### src/rtl/vga_pattern_gen.sv
// vga_pattern_gen
//   Streams the active area of a video frame as a valid/ready pixel stream
//   in raster order. The stream can show one of four test patterns.
//
//   Parameters
//     H_VISIBLE    active pixels per line (multiple of 8, >= 8)
//     V_VISIBLE    active lines per frame (>= 1)
//     COLOR_WIDTH  bits per color channel
//
//   Ports
//     clk          rising-edge clock
//     rst          asynchronous active-high reset
//     pattern_sel  requested pattern: 0 bars, 1 gradient, 2 checker, 3 pulse.
//                  It takes effect at the next frame boundary.
//     m_pix_valid  pixel on m_pix_* is valid. It stays high after reset.
//     m_pix_ready  downstream accepts the pixel
//     m_pix_red/grn/blu  pixel color
//     m_pix_sof    pixel is (0,0)
//     m_pix_eol    pixel is the last one of its line
module vga_pattern_gen #(
    parameter int H_VISIBLE   = 640,
    parameter int V_VISIBLE   = 480,
    parameter int COLOR_WIDTH = 4
) (
    input  logic                   clk,
    input  logic                   rst,
    input  logic [1:0]             pattern_sel,
    output logic                   m_pix_valid,
    input  logic                   m_pix_ready,
    output logic [COLOR_WIDTH-1:0] m_pix_red,
    output logic [COLOR_WIDTH-1:0] m_pix_grn,
    output logic [COLOR_WIDTH-1:0] m_pix_blu,
    output logic                   m_pix_sof,
    output logic                   m_pix_eol
);

    localparam int BAR_LEN = H_VISIBLE / 8;
    localparam int XW      = (H_VISIBLE > 1) ? $clog2(H_VISIBLE) : 1;
    localparam int YW      = (V_VISIBLE > 1) ? $clog2(V_VISIBLE) : 1;
    localparam int BW      = (BAR_LEN > 1) ? $clog2(BAR_LEN) : 1;

    localparam logic [XW-1:0] X_LAST   = XW'(H_VISIBLE - 1);
    localparam logic [YW-1:0] Y_LAST   = YW'(V_VISIBLE - 1);
    localparam logic [BW-1:0] BAR_LAST = BW'(BAR_LEN - 1);

    typedef enum logic [1:0] {
        PAT_BARS  = 2'd0,
        PAT_GRAD  = 2'd1,
        PAT_CHECK = 2'd2,
        PAT_PULSE = 2'd3
    } pattern_e;

    // These registers hold the position of the pixel currently presented.
    logic [XW-1:0] x_q, x_d;
    logic [YW-1:0] y_q, y_d;
    logic [BW-1:0] bar_pix_q, bar_pix_d;
    logic [2:0]    bar_idx_q, bar_idx_d;
    logic [7:0]    frame_q, frame_d;
    pattern_e      pat_q, pat_d;

    logic                   xfer;
    logic                   load;
    logic [COLOR_WIDTH-1:0] red_d, grn_d, blu_d;
    logic                   sof_d, eol_d;
    logic                   x_b5, y_b5;

    assign xfer = m_pix_valid & m_pix_ready;
    // A new pixel is loaded on every transfer. A pixel is also loaded on the
    // first edge after reset, when the output register is still empty.
    assign load = xfer | ~m_pix_valid;

    always_comb begin
        x_d       = x_q;
        y_d       = y_q;
        bar_pix_d = bar_pix_q;
        bar_idx_d = bar_idx_q;
        frame_d   = frame_q;
        pat_d     = pat_q;
        if (xfer) begin
            if (x_q == X_LAST) begin
                x_d       = '0;
                bar_pix_d = '0;
                bar_idx_d = '0;
                if (y_q == Y_LAST) begin
                    y_d     = '0;
                    frame_d = frame_q + 8'd1;
                    pat_d   = pattern_e'(pattern_sel);
                end else begin
                    y_d = y_q + YW'(1);
                end
            end else begin
                x_d = x_q + XW'(1);
                if (bar_pix_q == BAR_LAST) begin
                    bar_pix_d = '0;
                    bar_idx_d = bar_idx_q + 3'd1;
                end else begin
                    bar_pix_d = bar_pix_q + BW'(1);
                end
            end
        end
    end

    // Colors are computed from the next position and registered with it.
    // This keeps the colors, sof and eol aligned on the same pixel.
    assign x_b5 = 1'(x_d >> 5);
    assign y_b5 = 1'(y_d >> 5);

    always_comb begin
        red_d = '0;
        grn_d = '0;
        blu_d = '0;
        case (pat_d)
            PAT_BARS: begin
                // Bar colors follow directly from the bits of the bar index.
                red_d = bar_idx_d[1] ? '0 : '1;
                grn_d = bar_idx_d[2] ? '0 : '1;
                blu_d = bar_idx_d[0] ? '0 : '1;
            end
            PAT_GRAD: begin
                red_d = COLOR_WIDTH'(x_d >> 2);
                grn_d = COLOR_WIDTH'(y_d >> 2);
                blu_d = COLOR_WIDTH'(frame_d);
            end
            PAT_CHECK: begin
                if (x_b5 == y_b5) begin
                    red_d = '1;
                    grn_d = '1;
                    blu_d = '1;
                end
            end
            PAT_PULSE: begin
                red_d = COLOR_WIDTH'(frame_d >> 4);
                grn_d = COLOR_WIDTH'(frame_d >> 4);
                blu_d = COLOR_WIDTH'(frame_d >> 4);
            end
            default: ;
        endcase
    end

    assign sof_d = (x_d == '0) && (y_d == '0);
    assign eol_d = (x_d == X_LAST);

    always_ff @(posedge clk or posedge rst) begin
        if (rst) begin
            x_q         <= '0;
            y_q         <= '0;
            bar_pix_q   <= '0;
            bar_idx_q   <= '0;
            frame_q     <= '0;
            m_pix_valid <= 1'b0;
            m_pix_red   <= '0;
            m_pix_grn   <= '0;
            m_pix_blu   <= '0;
            m_pix_sof   <= 1'b0;
            m_pix_eol   <= 1'b0;
        end else begin
            x_q       <= x_d;
            y_q       <= y_d;
            bar_pix_q <= bar_pix_d;
            bar_idx_q <= bar_idx_d;
            frame_q   <= frame_d;
            if (load) begin
                m_pix_valid <= 1'b1;
                m_pix_red   <= red_d;
                m_pix_grn   <= grn_d;
                m_pix_blu   <= blu_d;
                m_pix_sof   <= sof_d;
                m_pix_eol   <= eol_d;
            end
        end
    end

    // The active pattern follows pattern_sel on every clock edge while reset
    // is held. This load is synchronous so the register has no asynchronous
    // data load. The first pixel after release uses the value from the last
    // reset edge.
    always_ff @(posedge clk) begin
        if (rst) begin
            pat_q <= pattern_e'(pattern_sel);
        end else begin
            pat_q <= pat_d;
        end
    end

endmodule

### config.mk
export PLATFORM = sky130hd
export DESIGN_NAME = vga_pattern_gen
export DESIGN_NICKNAME = d
export VERILOG_FILES = /design/src/rtl/vga_pattern_gen.sv
export SDC_FILE = /design/constraint.sdc
export NUM_CORES = 1
export LEC_CHECK = 0
export CORE_ASPECT_RATIO = 1.4
export CORE_MARGIN = 3
export CORE_UTILIZATION = 55
export DETAILED_ROUTE_END_ITERATION = 10
export GPL_ROUTABILITY_DRIVEN = 0
export PLACE_DENSITY = 0.76
export SLEW_MARGIN = 25
export SYNTH_ARGS = -nofsm -noshare
export SYNTH_HDL_FRONTEND = slang
export SYNTH_SLANG_ARGS = --single-unit
### constraint.sdc
create_clock -name clk -period 5.1 [get_ports clk]
set_input_delay 1.02 -clock clk [delete_from_list [all_inputs] [get_ports clk]]
set_output_delay 1.02 -clock clk [all_outputs]
set_load 0.01 [all_outputs]
==> results.json <==
{
  "status": "complete, no violations",
  "tightestPinTransition_ns": 0.9940,
  "arrival_ns": 3.80,
  "io_pins": 20,
  "placed_cell_area_sq_um": 3358,
  "antenna_left": 0,
  "dp_hpwl_mm": 5.051,
  "path_max_fanout": 11,
  "grt_max_degree": 53,
  "final.setup.tns_ns": 0,
  "hp-class": "register to register",
  "worstPathRequired_ns": 5.31,
  "wl_per_cell_um": 16.39,
  "ys.warnings.count": 0,
  "drtPass1Iterations": 4,
  "postCtsSetupBuffers": 0,
  "antenna_found_initial": 0,
  "crit_type": "input port to register",
  "portBuffers": 19,
  "num_rows": 32,
  "async_reset_ff_share_pct": 96.30,
  "clock_skew_ns": 0.01386,
  "syn_avg_cell_area_sq_um": 9.101,
  "tritoncts": "built",
  "vias_per_cell": 6.115,
  "cp-start-kind": "input port",
  "wirelength_mm": 6.964,
  "die_area_sq_um": 6771,
  "final_nets": 366,
  "coreArea_sq_um": 5565,
  "drive_above_1_share_pct": 7.283,
  "fin_util_pct": 62.01,
  "cts_hold_buffers": 0,
  "hold_ws_ns": 0.5046,
  "power.density_nw_per_um2": 297.5,
  "finalCritPeriodShare_pct": 70.37,
  "design_power_total_w": 0.001027,
  "overflow": 0,
  "maxSlewViolCount": 0,
  "area_growth_pct": 8.030,
  "fmax_mhz": 278.6,
  "vdd_drop_max_mv": 0.1515,
  "cts.htree.levels": 2,
  "numCtsBuffers": 5,
  "synth_top_area_share_pct": 40.74,
  "grt_pass1_vias": 2594,
  "grt_pass1_wl_mm": 11.99,
  "root_buffer": "clkbuf_8",
  "yosysSeqAreaShare_pct": 41.99,
  "start_util_pct": 57.40,
  "yosysUniqueCellTypes": 61,
  "ys_top_cells_by_area": "dfrtp_1, nand2_1, nor2_1, xnor2_1, xor2_1",
  "synth_seq_cells": 54,
  "grt_setup_unrepaired": "no",
  "endpoint_kind": "register",
  "final_common_cell": "dfrtp_1",
  "clock_sinks": 54,
  "design_area_sq_um": 3451,
  "cellLeakagePower_nw": 1.445,
  "synth_ff_type": "dfrtp_1",
  "drv_cap": 0,
  "yosysTopAreaCell": "dfrtp_1",
  "dr.first_iter.drc_count": 232,
  "path_clk_slew_ns": 0.11,
  "synth.net_count": 361,
  "dieHeight_um": 96.17,
  "synth_edf_count": 0,
  "syn_inst": 351,
  "synthesis.area_sq_um": 3194,
  "final_cell_mix": "dfrtp_1, nand2_1, nor2_1",
  "clock_path_buffers": 2,
  "setup_viol": 0,
  "hold_viol_final": 0,
  "insertion_delay_ns": 0.32,
  "routed-via-count": 2599,
  "diodes": 0,
  "die_w_um": 70.41,
  "cts_resized": 0,
  "grtUsageTotal_pct": 22.07,
  "relSlewSlack_pct": 33.60,
  "period_minus_slack_ns": 3.589,
  "drcViolationCount": 0
}
## area by class of cell
class	instances	area [sq um]
Tap cell	68	85.08
Timing Repair Buffer	20	197.7
Clock inverter	3	23.77
Sequential cell	54	1341
Inverter	4	17.52
Fill cell	480	2115
Clock buffer	5	68.82
Multi-Input combinational cell	271	1717
## worst paths after layout
kind,startpoint,slack (ns),end,cells past startpoint
max,m_pix_ready,1.51,m_pix_red[1],9
min,m_pix_grn[0],0.50,m_pix_grn[0],2
max reg2reg,y_q[0],2.09,m_pix_red[1],9
min reg2reg,m_pix_grn[0],0.50,m_pix_grn[0],2
max in group asynchronous,rst,3.51,y_q[0],2
min in group asynchronous,rst,1.16,frame_q[7],2
## where the power goes
part	internal (W)	total [W]	switching, W
clock	0.0000986	0.000251	0.000153
sequential	0.000481	0.000548	0.0000675
combinational	0.000113	0.000227	0.000114
## registers in the layout, indices dropped and copies added, names as in the netlist, 2 cells and up
name / cells
x_q: 10
y_q: 9
frame_q: 8
bar_pix_q: 7
m_pix_blu: 4
m_pix_grn: 4
m_pix_red: 4
bar_idx_q: 3
pat_q: 2
## layer usage
metal  vias up  GRT usage, %  routed length [um]
li1       1256             -                   -
met1      1264         26.99                2981
met2        64         39.38                3573
met3        15         3.030                 247
met4         0         8.466                 161
met5         -             0                   0
## metrics by stage
step                      std cells  setup WS, ns
final                           425         1.511
after global routing            425         1.324
after CTS                       425         1.562
after detailed placement        417         1.239
after global placement          417         1.301
after floorplan                 351         2.099
## cells by family after synthesis
family                   after synthesis  synth area share (%)
AND/OR/NAND/NOR                      151                 24.40
AO/OA/AOI/OAI                         73                 15.24
flip-flops                            54                 41.99
XOR/XNOR                              32                 8.774
buffers and inverters                 26                 4.269
multiplexers                           9                 3.251
adder cells (fa/ha/maj)                5                 1.958
other                                  1                0.1174
## cells in the mapped netlist, drive strengths merged (2+ instances only)
master / number
mux2: 5
inv: 4
nor2b: 4
dfrtp: 52
and2: 3
nand3: 23
nand4: 9
or3: 4
a22oi: 2
and3: 8
clkbuf: 9
a31oi: 7
or2: 2
xnor2: 16
xor2: 16
dfxtp: 2
o21ai: 19
ha: 5
a211oi: 4
a32o: 2
a22o: 6
and4: 2
nand2: 39
nor3b: 2
nor4: 2
o31ai: 6
nor3: 8
a21oi: 14
o2bb2ai: 2
nand2b: 2
a311oi: 3
buf: 13
mux2i: 4
nor2: 38
## worst max-delay path: stages
cell and delay, ns:
clkdlybuf4s50_1 0.60, and4_1 0.32, nand4_2 0.29, nor2_1 0.48, o31ai_1 0.11, o221ai_1 0.09, buf_4 0.21, or4b_1 0.46
a22o_1 0.22
(Power assumes the default switching activity.)
